<file path="config.mk">
export PLATFORM = sky130hd
export DESIGN_NAME = spi_controller
export DESIGN_NICKNAME = d
export VERILOG_FILES = /design/src/rtl/spi_controller.sv
export SDC_FILE = /design/constraint.sdc
export NUM_CORES = 1
export LEC_CHECK = 0
export ABC_AREA = 1
export BUFFER_PORTS_ARGS = -buffer_cell sky130_fd_sc_hd__buf_4
export CAP_MARGIN = 20
export CORE_ASPECT_RATIO = 1.75
export CORE_MARGIN = 1
export CORE_UTILIZATION = 30
export CTS_CLUSTER_DIAMETER = 150
export DETAILED_ROUTE_END_ITERATION = 7
export GPL_TIMING_DRIVEN = 0
export PLACE_DENSITY = 0.56
export SLEW_MARGIN = 15
export SYNTH_ARGS = -nofsm -noshare
export SYNTH_HDL_FRONTEND = slang
export SYNTH_SLANG_ARGS = --single-unit
</file>
<file path="constraint.sdc">
create_clock -name clk -period 2.1 [get_ports clk]
set_input_delay 0.315 -clock clk [delete_from_list [all_inputs] [get_ports clk]]
set_output_delay 0.315 -clock clk [all_outputs]
set_load 0.01 [all_outputs]
</file>
<file path="src/rtl/spi_controller.sv">
// SPI mode-0 initiator: serialises one 16-bit {rw, addr[6:0], data[7:0]} frame per
// command, MSB first, and returns the read byte captured during the data phase.
module spi_controller #(
  parameter int unsigned CLK_DIV  = 4,
  parameter int unsigned CS_SETUP = 2,
  parameter int unsigned CS_HOLD  = 2,
  parameter int unsigned CS_IDLE  = 4
) (
  input  logic       clk,
  input  logic       rst_n,
  input  logic       cmd_valid,
  output logic       cmd_ready,
  input  logic       cmd_rw,
  input  logic [6:0] cmd_addr,
  input  logic [7:0] cmd_wdata,
  output logic       rsp_valid,
  output logic [7:0] rsp_rdata,
  output logic       busy,
  output logic       SCLK,
  output logic       nCS,
  output logic       COPI,
  input  logic       CIPO
);

  localparam int unsigned FRAME_W = 16;
  localparam int unsigned DATA_W  = 8;
  localparam int unsigned BIT_W   = 4;
  localparam int unsigned MAX_A   = (CLK_DIV > CS_SETUP) ? CLK_DIV : CS_SETUP;
  localparam int unsigned MAX_B   = (CS_HOLD > CS_IDLE) ? CS_HOLD : CS_IDLE;
  localparam int unsigned CNT_MAX = (MAX_A > MAX_B) ? MAX_A : MAX_B;
  localparam int unsigned CNT_W   = (CNT_MAX > 1) ? $clog2(CNT_MAX) : 1;

  typedef enum logic [2:0] {S_IDLE, S_SETUP, S_SHIFT, S_HOLD, S_GAP} state_t;

  state_t              r_state, w_state_nxt;
  logic [CNT_W-1:0]    r_cnt, w_cnt_nxt;
  logic [BIT_W-1:0]    r_bit, w_bit_nxt;
  logic [FRAME_W-1:0]  r_frame, w_frame_nxt;
  logic [DATA_W-1:0]   r_rx, w_rx_nxt;
  logic                r_sclk, w_sclk_nxt;
  logic                r_ncs, w_ncs_nxt;
  logic                r_copi, w_copi_nxt;
  logic                r_ready, w_ready_nxt;
  logic                r_busy, w_busy_nxt;
  logic                r_rsp_valid, w_rsp_valid_nxt;
  logic [DATA_W-1:0]   r_rsp_rdata, w_rsp_rdata_nxt;

  // State and every pin-facing output are registered here.
  always_ff @(posedge clk or negedge rst_n) begin
    if (!rst_n) begin
      r_state     <= S_IDLE;
      r_cnt       <= '0;
      r_bit       <= '0;
      r_frame     <= '0;
      r_rx        <= '0;
      r_sclk      <= 1'b0;
      r_ncs       <= 1'b1;
      r_copi      <= 1'b0;
      r_ready     <= 1'b0;
      r_busy      <= 1'b0;
      r_rsp_valid <= 1'b0;
      r_rsp_rdata <= '0;
    end else begin
      r_state     <= w_state_nxt;
      r_cnt       <= w_cnt_nxt;
      r_bit       <= w_bit_nxt;
      r_frame     <= w_frame_nxt;
      r_rx        <= w_rx_nxt;
      r_sclk      <= w_sclk_nxt;
      r_ncs       <= w_ncs_nxt;
      r_copi      <= w_copi_nxt;
      r_ready     <= w_ready_nxt;
      r_busy      <= w_busy_nxt;
      r_rsp_valid <= w_rsp_valid_nxt;
      r_rsp_rdata <= w_rsp_rdata_nxt;
    end
  end

  always_comb begin
    w_state_nxt     = r_state;
    w_cnt_nxt       = r_cnt;
    w_bit_nxt       = r_bit;
    w_frame_nxt     = r_frame;
    w_rx_nxt        = r_rx;
    w_sclk_nxt      = r_sclk;
    w_ncs_nxt       = r_ncs;
    w_copi_nxt      = r_copi;
    w_ready_nxt     = r_ready;
    w_busy_nxt      = r_busy;
    w_rsp_valid_nxt = 1'b0;
    w_rsp_rdata_nxt = r_rsp_rdata;

    case (r_state)
      S_IDLE: begin
        w_ready_nxt = 1'b1;
        if (cmd_valid && r_ready) begin
          w_state_nxt = S_SETUP;
          w_cnt_nxt   = '0;
          w_bit_nxt   = '0;
          w_frame_nxt = {cmd_rw, cmd_addr, cmd_wdata};
          w_ncs_nxt   = 1'b0;
          w_copi_nxt  = cmd_rw;
          w_sclk_nxt  = 1'b0;
          w_ready_nxt = 1'b0;
          w_busy_nxt  = 1'b1;
        end
      end

      S_SETUP: begin
        if (r_cnt == CNT_W'(CS_SETUP - 1)) begin
          w_state_nxt = S_SHIFT;
          w_cnt_nxt   = '0;
        end else begin
          w_cnt_nxt = r_cnt + CNT_W'(1);
        end
      end

      // Each SCLK phase lasts CLK_DIV cycles; CIPO is taken as SCLK goes high and
      // COPI moves as it goes low, so COPI is stable across every rising edge.
      S_SHIFT: begin
        if (r_cnt == CNT_W'(CLK_DIV - 1)) begin
          w_cnt_nxt = '0;
          if (!r_sclk) begin
            w_sclk_nxt = 1'b1;
            if (r_bit[BIT_W-1]) begin
              w_rx_nxt = {r_rx[DATA_W-2:0], CIPO};
            end
          end else begin
            w_sclk_nxt = 1'b0;
            if (r_bit == BIT_W'(FRAME_W - 1)) begin
              w_state_nxt = S_HOLD;
            end else begin
              w_copi_nxt = r_frame[BIT_W'(FRAME_W - 2) - r_bit];
              w_bit_nxt  = r_bit + BIT_W'(1);
            end
          end
        end else begin
          w_cnt_nxt = r_cnt + CNT_W'(1);
        end
      end

      S_HOLD: begin
        if (r_cnt == CNT_W'(CS_HOLD - 1)) begin
          w_state_nxt     = S_GAP;
          w_cnt_nxt       = '0;
          w_ncs_nxt       = 1'b1;
          w_rsp_valid_nxt = 1'b1;
          w_rsp_rdata_nxt = r_frame[FRAME_W-1] ? '0 : r_rx;
        end else begin
          w_cnt_nxt = r_cnt + CNT_W'(1);
        end
      end

      S_GAP: begin
        if (r_cnt == CNT_W'(CS_IDLE - 1)) begin
          w_state_nxt = S_IDLE;
          w_cnt_nxt   = '0;
          w_ready_nxt = 1'b1;
          w_busy_nxt  = 1'b0;
        end else begin
          w_cnt_nxt = r_cnt + CNT_W'(1);
        end
      end

      default: begin
        w_state_nxt = S_IDLE;
      end
    endcase
  end

  assign cmd_ready = r_ready;
  assign busy      = r_busy;
  assign rsp_valid = r_rsp_valid;
  assign rsp_rdata = r_rsp_rdata;
  assign SCLK      = r_sclk;
  assign nCS       = r_ncs;
  assign COPI      = r_copi;

endmodule

</file>
; Yosys cells after proc, flatten, opt, wreduce, memory -nomap -nowiden
; Cells that the tools add are included.
[op_classes]
eq_ne = 15
magnitude_cmp = 1
add_sub_neg = 3
mux = 39
reduce_logical = 18
n_bitwise = 1
[ops]
columns = operator, count
row1 = 3-bit two-way mux, 7
row2 = 4-bit two-way mux, 4
row3 = "2-bit != test, second input constant", 8
row4 = 1-bit two-way mux, 15
row5 = 3-bit one-hot mux with 5 select lines, 1
row6 = 1-bit one-hot mux with 2 select lines, 5
row7 = 3-bit AND reduction, 3
row8 = 8-bit two-way mux, 1
row9 = 4-bit one-hot mux with 2 select lines, 1
row10 = 2-bit AND reduction, 4
row11 = 7-bit AND reduction, 1
row12 = "3-bit by 2-bit equality test with 1-bit output, second input constant", 2
row13 = 2-bit two-way mux, 3
row14 = 2-bit one-hot mux with 3 select lines, 1
row15 = 2-bit nonzero test, 3
row16 = "4-bit by 5-bit < comparator with 1-bit output, second input constant", 1
row17 = 5-bit AND reduction, 1
row18 = "4-bit by 1-bit adder with 4-bit output, second input constant", 1
row19 = 1-bit binary-select mux with 4-bit select, 1
row20 = "4-bit equality test, second input constant", 1
row21 = 4-bit AND reduction, 1
row22 = 2-bit OR reduction, 2
row23 = "4-bit subtractor, first input constant", 1
row24 = "3-bit by 1-bit equality test with 1-bit output, second input constant", 1
row25 = other kinds (8), 8
[totals]
out_inout_bits = 14
regBits = 47
word_cells = 89
input_bits = 20

; Longest topological paths before layout
[logic_depth]
ltp_word = 7
ltp_mapped = 10
depth_no_buf = 10

; Worst setup path after synthesis
; Ideal clock, no wire load.
[synth_timing]
path_kind = reg2reg
startpoint = register r_bit[0]
endpoint = register r_copi, in the netlist COPI
slack_ns = 0.745
t_required_ns = 1.984
setup_time_ns = 0.116
period_less_slack_ns = 1.355
path_buffers = 0
arrival_ns = 1.239
path_stages_with_launch = 10
path_cell_list = dfrtp_1 -> ha_1 -> inv_1 -> nor2_1 -> nand2_1 -> nand3_1 -> nand3_1 -> nand3_1 -> nand2_1 -> nand2_1
[synth_via]
elab_chain_len = 7
word_cells_on_any_way = 10
cone_classes = add/sub (1) / eq/ne (2) / mux (6) / reduce/logical (1)
[synth_lines]
columns = item, line
row1 = start: declaration, 37  ; logic [BIT_W-1:0] r_bit, w_bit_nxt;
row2 = start signal: assignment, 66  ; r_bit <= w_bit_nxt;
row3 = 4-bit subtractor, 133  ; w_copi_nxt = r_frame[BIT_W'(FRAME_W - 2) - r_bit];
row4 = 1-bit binary-select mux with 4-bit select, 133
row5 = 1-bit two-way mux (not written as such), 133
row6 = 1-bit two-way mux, 130  ; if (r_bit == BIT_W'(FRAME_W - 1)) begin
row7 = 1-bit two-way mux, 123  ; if (!r_sclk) begin
row8 = 1-bit two-way mux, 121  ; if (r_cnt == CNT_W'(CLK_DIV - 1)) begin
row9 = 1-bit one-hot mux with 2 select lines, 93  ; case (r_state)
row10 = end signal: assignment, 71  ; r_copi <= w_copi_nxt;
row11 = end: declaration, 42  ; logic r_copi, w_copi_nxt;
; Several ways; a longest one is shown, not always the timed one. The select of a mux whose other input is x is not followed.
; A chain may end at the register's enable or synchronous reset.

; Worst setup path after layout
; Ends and elaborated chain as after synthesis.

==> flow_metrics.py <==
metrics = {
    "status": {
        "status": "finished clean",
    },
    "synth": {
        "synth.net_count": 290,
        "synth_area_leader_cell": "dfrtp_1",
        "synthFlopType": "dfrtp_1",
        "synth_seq_cells": 47,
        "synth_common_cells": "83 x nand2_1, 46 x dfrtp_1, 31 x inv_1",
        "synthCells": 265,
        "synth.yosys.seq_area_share_pct": 52.1,
        "yosysMostFrequentCell": "nand2_1",
        "synth_area_leaders": "dfrtp_1 51%, nand2_1 14%, inv_1 5.1%, o21ai_0 3.8%, nand3_1 3.3%",
        "synth_top_cell_area_share_pct": 50.9,
        "yosys_warnings": 0,
        "synth_edf_count": 0,
        "synth_cell_types": 29,
        "synthArstFlopShare_pct": 100,
        "syn_area_um2": 2260,
        "syn_area_per_cell_um2": 8.53,
    },
    "critical_path": {
        "end_kind": "flip-flop",
        "cp.arrival_ns": 1.79,
        "cp_max_fo": 6,
        "cp-start-kind": "flip-flop",
        "required_ns": 2.28,
        "r2r_cells": 9,
        "worst-setup-path-type": "reg2reg",
    },
    "detailed_routing": {
        "drc": 0,
        "drtIter0Drc": 101,
        "wl_met3_um": 116,
        "vias": 1800,
        "dr_wl_met2_um": 2740,
        "wl_met1_um": 2050,
        "topRoutingLayerUsed": "met4",
        "wl_per_cell_um": 12.8,
        "vias_per_cell": 4.59,
        "ant_nets": 0,
        "wl_um": 5030,
        "dr.pass1.iters": 4,
    },
    "global_route": {
        "grt_pass1_vias": 1812,
        "grt-ovfl-total": 0,
        "antenna_found_initial": 0,
        "grt_pass1_wl_um": 8200,
        "grt_util_all_layers_pct": 14.1,
        "grt_max_degree": 48,
    },
    "cts": {
        "clock-sinks": 47,
        "worstSkewPairLatency_ns": 0.29,
        "ctsResizeCount": 0,
        "cts-root-buf": "clkbuf_16",
        "htree_levels": 2,
        "cts_hold_buf": 0,
        "cts_buffer_depth": 2,
        "cts.reportedPaths.clkPinSlew_ns": 0.07,
        "cts_setup_buffers": 0,
        "numCtsBuffers": 5,
        "cts_tree": "built",
    },
    "floorplanning": {
        "dieWidth_um": 67.6,
        "dieArea_um2": 7900,
        "start_util_pct": 31.3,
        "core-area_um2": 7230,
        "io_pins": 34,
        "die_h_um": 117,
        "rows": 41,
    },
    "cells_and_area": {
        "synthToLayoutAreaGrowth_pct": 23.3,
        "antenna_cells": 0,
        "drive_above_1_share_pct": 21.6,
        "postLayoutCoreUtil_pct": 38.5,
        "nets": 330,
    },
    "placement": {
        "place.gp.congestion": 0.871,
        "dpl.hpwl_um": 3720,
        "port_buffers": 33,
    },
    "min_path": {
        "hold_class": "in2async",
    },
    "power": {
        "power_uw": 1870,
        "power.density_nw_per_um2": 671,
        "leakagePower_uw": 0.00139,
        "peakVddDrop_uv": 285,
    },
    "timing": {
        "slew_viol_final": 0,
        "min_period_ns": 1.61,
        "setup_tns_ns": 0,
        "slew_headroom_pct": 59.5,
        "rsz0062_at_grt": "no",
        "fmax_mhz": 620,
        "finalSetupViolations": 0,
        "hold_viol_final": 0,
        "period_share_pct": 76.8,
        "worst_pin_slew_ns": 0.607,
        "fin_skew_ns": 0.00640,
    },
    "flow_run": {
        "drv_cap": 0,
    },
}
layer usage:
layer / global-route usage, % / vias up
met1: 15.5 / 849
met3: 2.03 / 10
li1: - / 911
met5: 0 / -
met2: 25.1 / 30
met4: 7.80 / 0
final cells by class:
type                       count  area [µm²]
tap                           86         108
fill                         753        4450
timing repair buffer          33         248
buffer                         6        38.8
inverter                      38         143
multi-input combinational    174         902
clock inverter                 3        46.3
sequential                    47        1180
clock buffer                   5         125
kinds of logic (layout without fill, tap and decap cells):
logic type	count (synthesis)	count (layout)	share of synthesized area, %
AOI/OAI and AO/OA	43	43	10.3
and+or+nand+nor	123	123	25.7
xor gates and xnor gates	3	3	1.16
buffers and inverters	44	85	8.02
adders and majority gates	5	5	2.77
DFF	47	47	52.1
registers in the layout, indices dropped and copies added (netlist names):
register,cells
r_frame,16
r_rx,8
rsp_rdata,8
r_bit,4
r_state,3
r_cnt,2
COPI,1
SCLK,1
busy,1
cmd_ready,1
nCS,1
rsp_valid,1
power by group:
part / switching (µW) / leakage (µW) / internal, µW / total [µW]
clock: 353 / 0.0000804 / 566 / 918
sequential: 0.346 / 0.000542 / 906 / 906
combinational: 24.5 / 0.000770 / 22.7 / 47.2
total: 378 / 0.00139 / 1490 / 1870
per-stage QoR:
stage	instance area, µm²	hold WS, ns	std cells	worst slack [ns]
after global placement	2620	0.369	384	0.497
after CTS	2790	0.0606	392	0.478
after floorplan	2260	0.0194	265	0.745
after detailed placement	2620	0.371	384	0.495
after global routing	2790	0.0747	392	0.378
final	2790	0.0323	392	0.488
layout by cell type (no fill, tap or decap), drive strengths merged:
cell / instances
nand4: 3
xnor2: 1
clkbuf: 5
a21boi: 1
or2: 1
o211ai: 1
dfstp: 1
nand3: 17
ha: 5
o21ai: 30
xor2: 2
a21oi: 6
bufinv: 1
inv: 39
o31ai: 5
nor3: 1
buf: 39
dfrtp: 46
nand2: 86
clkinvlp: 1
nor2: 15
final timing paths:
kind	end	startpoint	slack (ns)
min in group clk	r_frame[3]	cmd_wdata[3]	0.23
max reg2reg	COPI	r_bit[0]	0.49
min reg2reg	nCS	nCS	0.47
max in group asynchronous	r_state[0]	rst_n	1.65
min	rsp_rdata[4]	rst_n	0.03
max	COPI	r_bit[0]	0.49
worst max-delay path, cell delays in order (launching register included):
cell and delay [ns]:
dfrtp_1 0.42, ha_1 0.40, inv_1 0.16, nor2_1 0.06, nand2_1 0.05, nand3_1 0.08, nand3_1 0.09, nand3_1 0.07
nand2_1 0.10, nand2_1 0.06
Note: power is estimated with default switching activity, not from simulation.
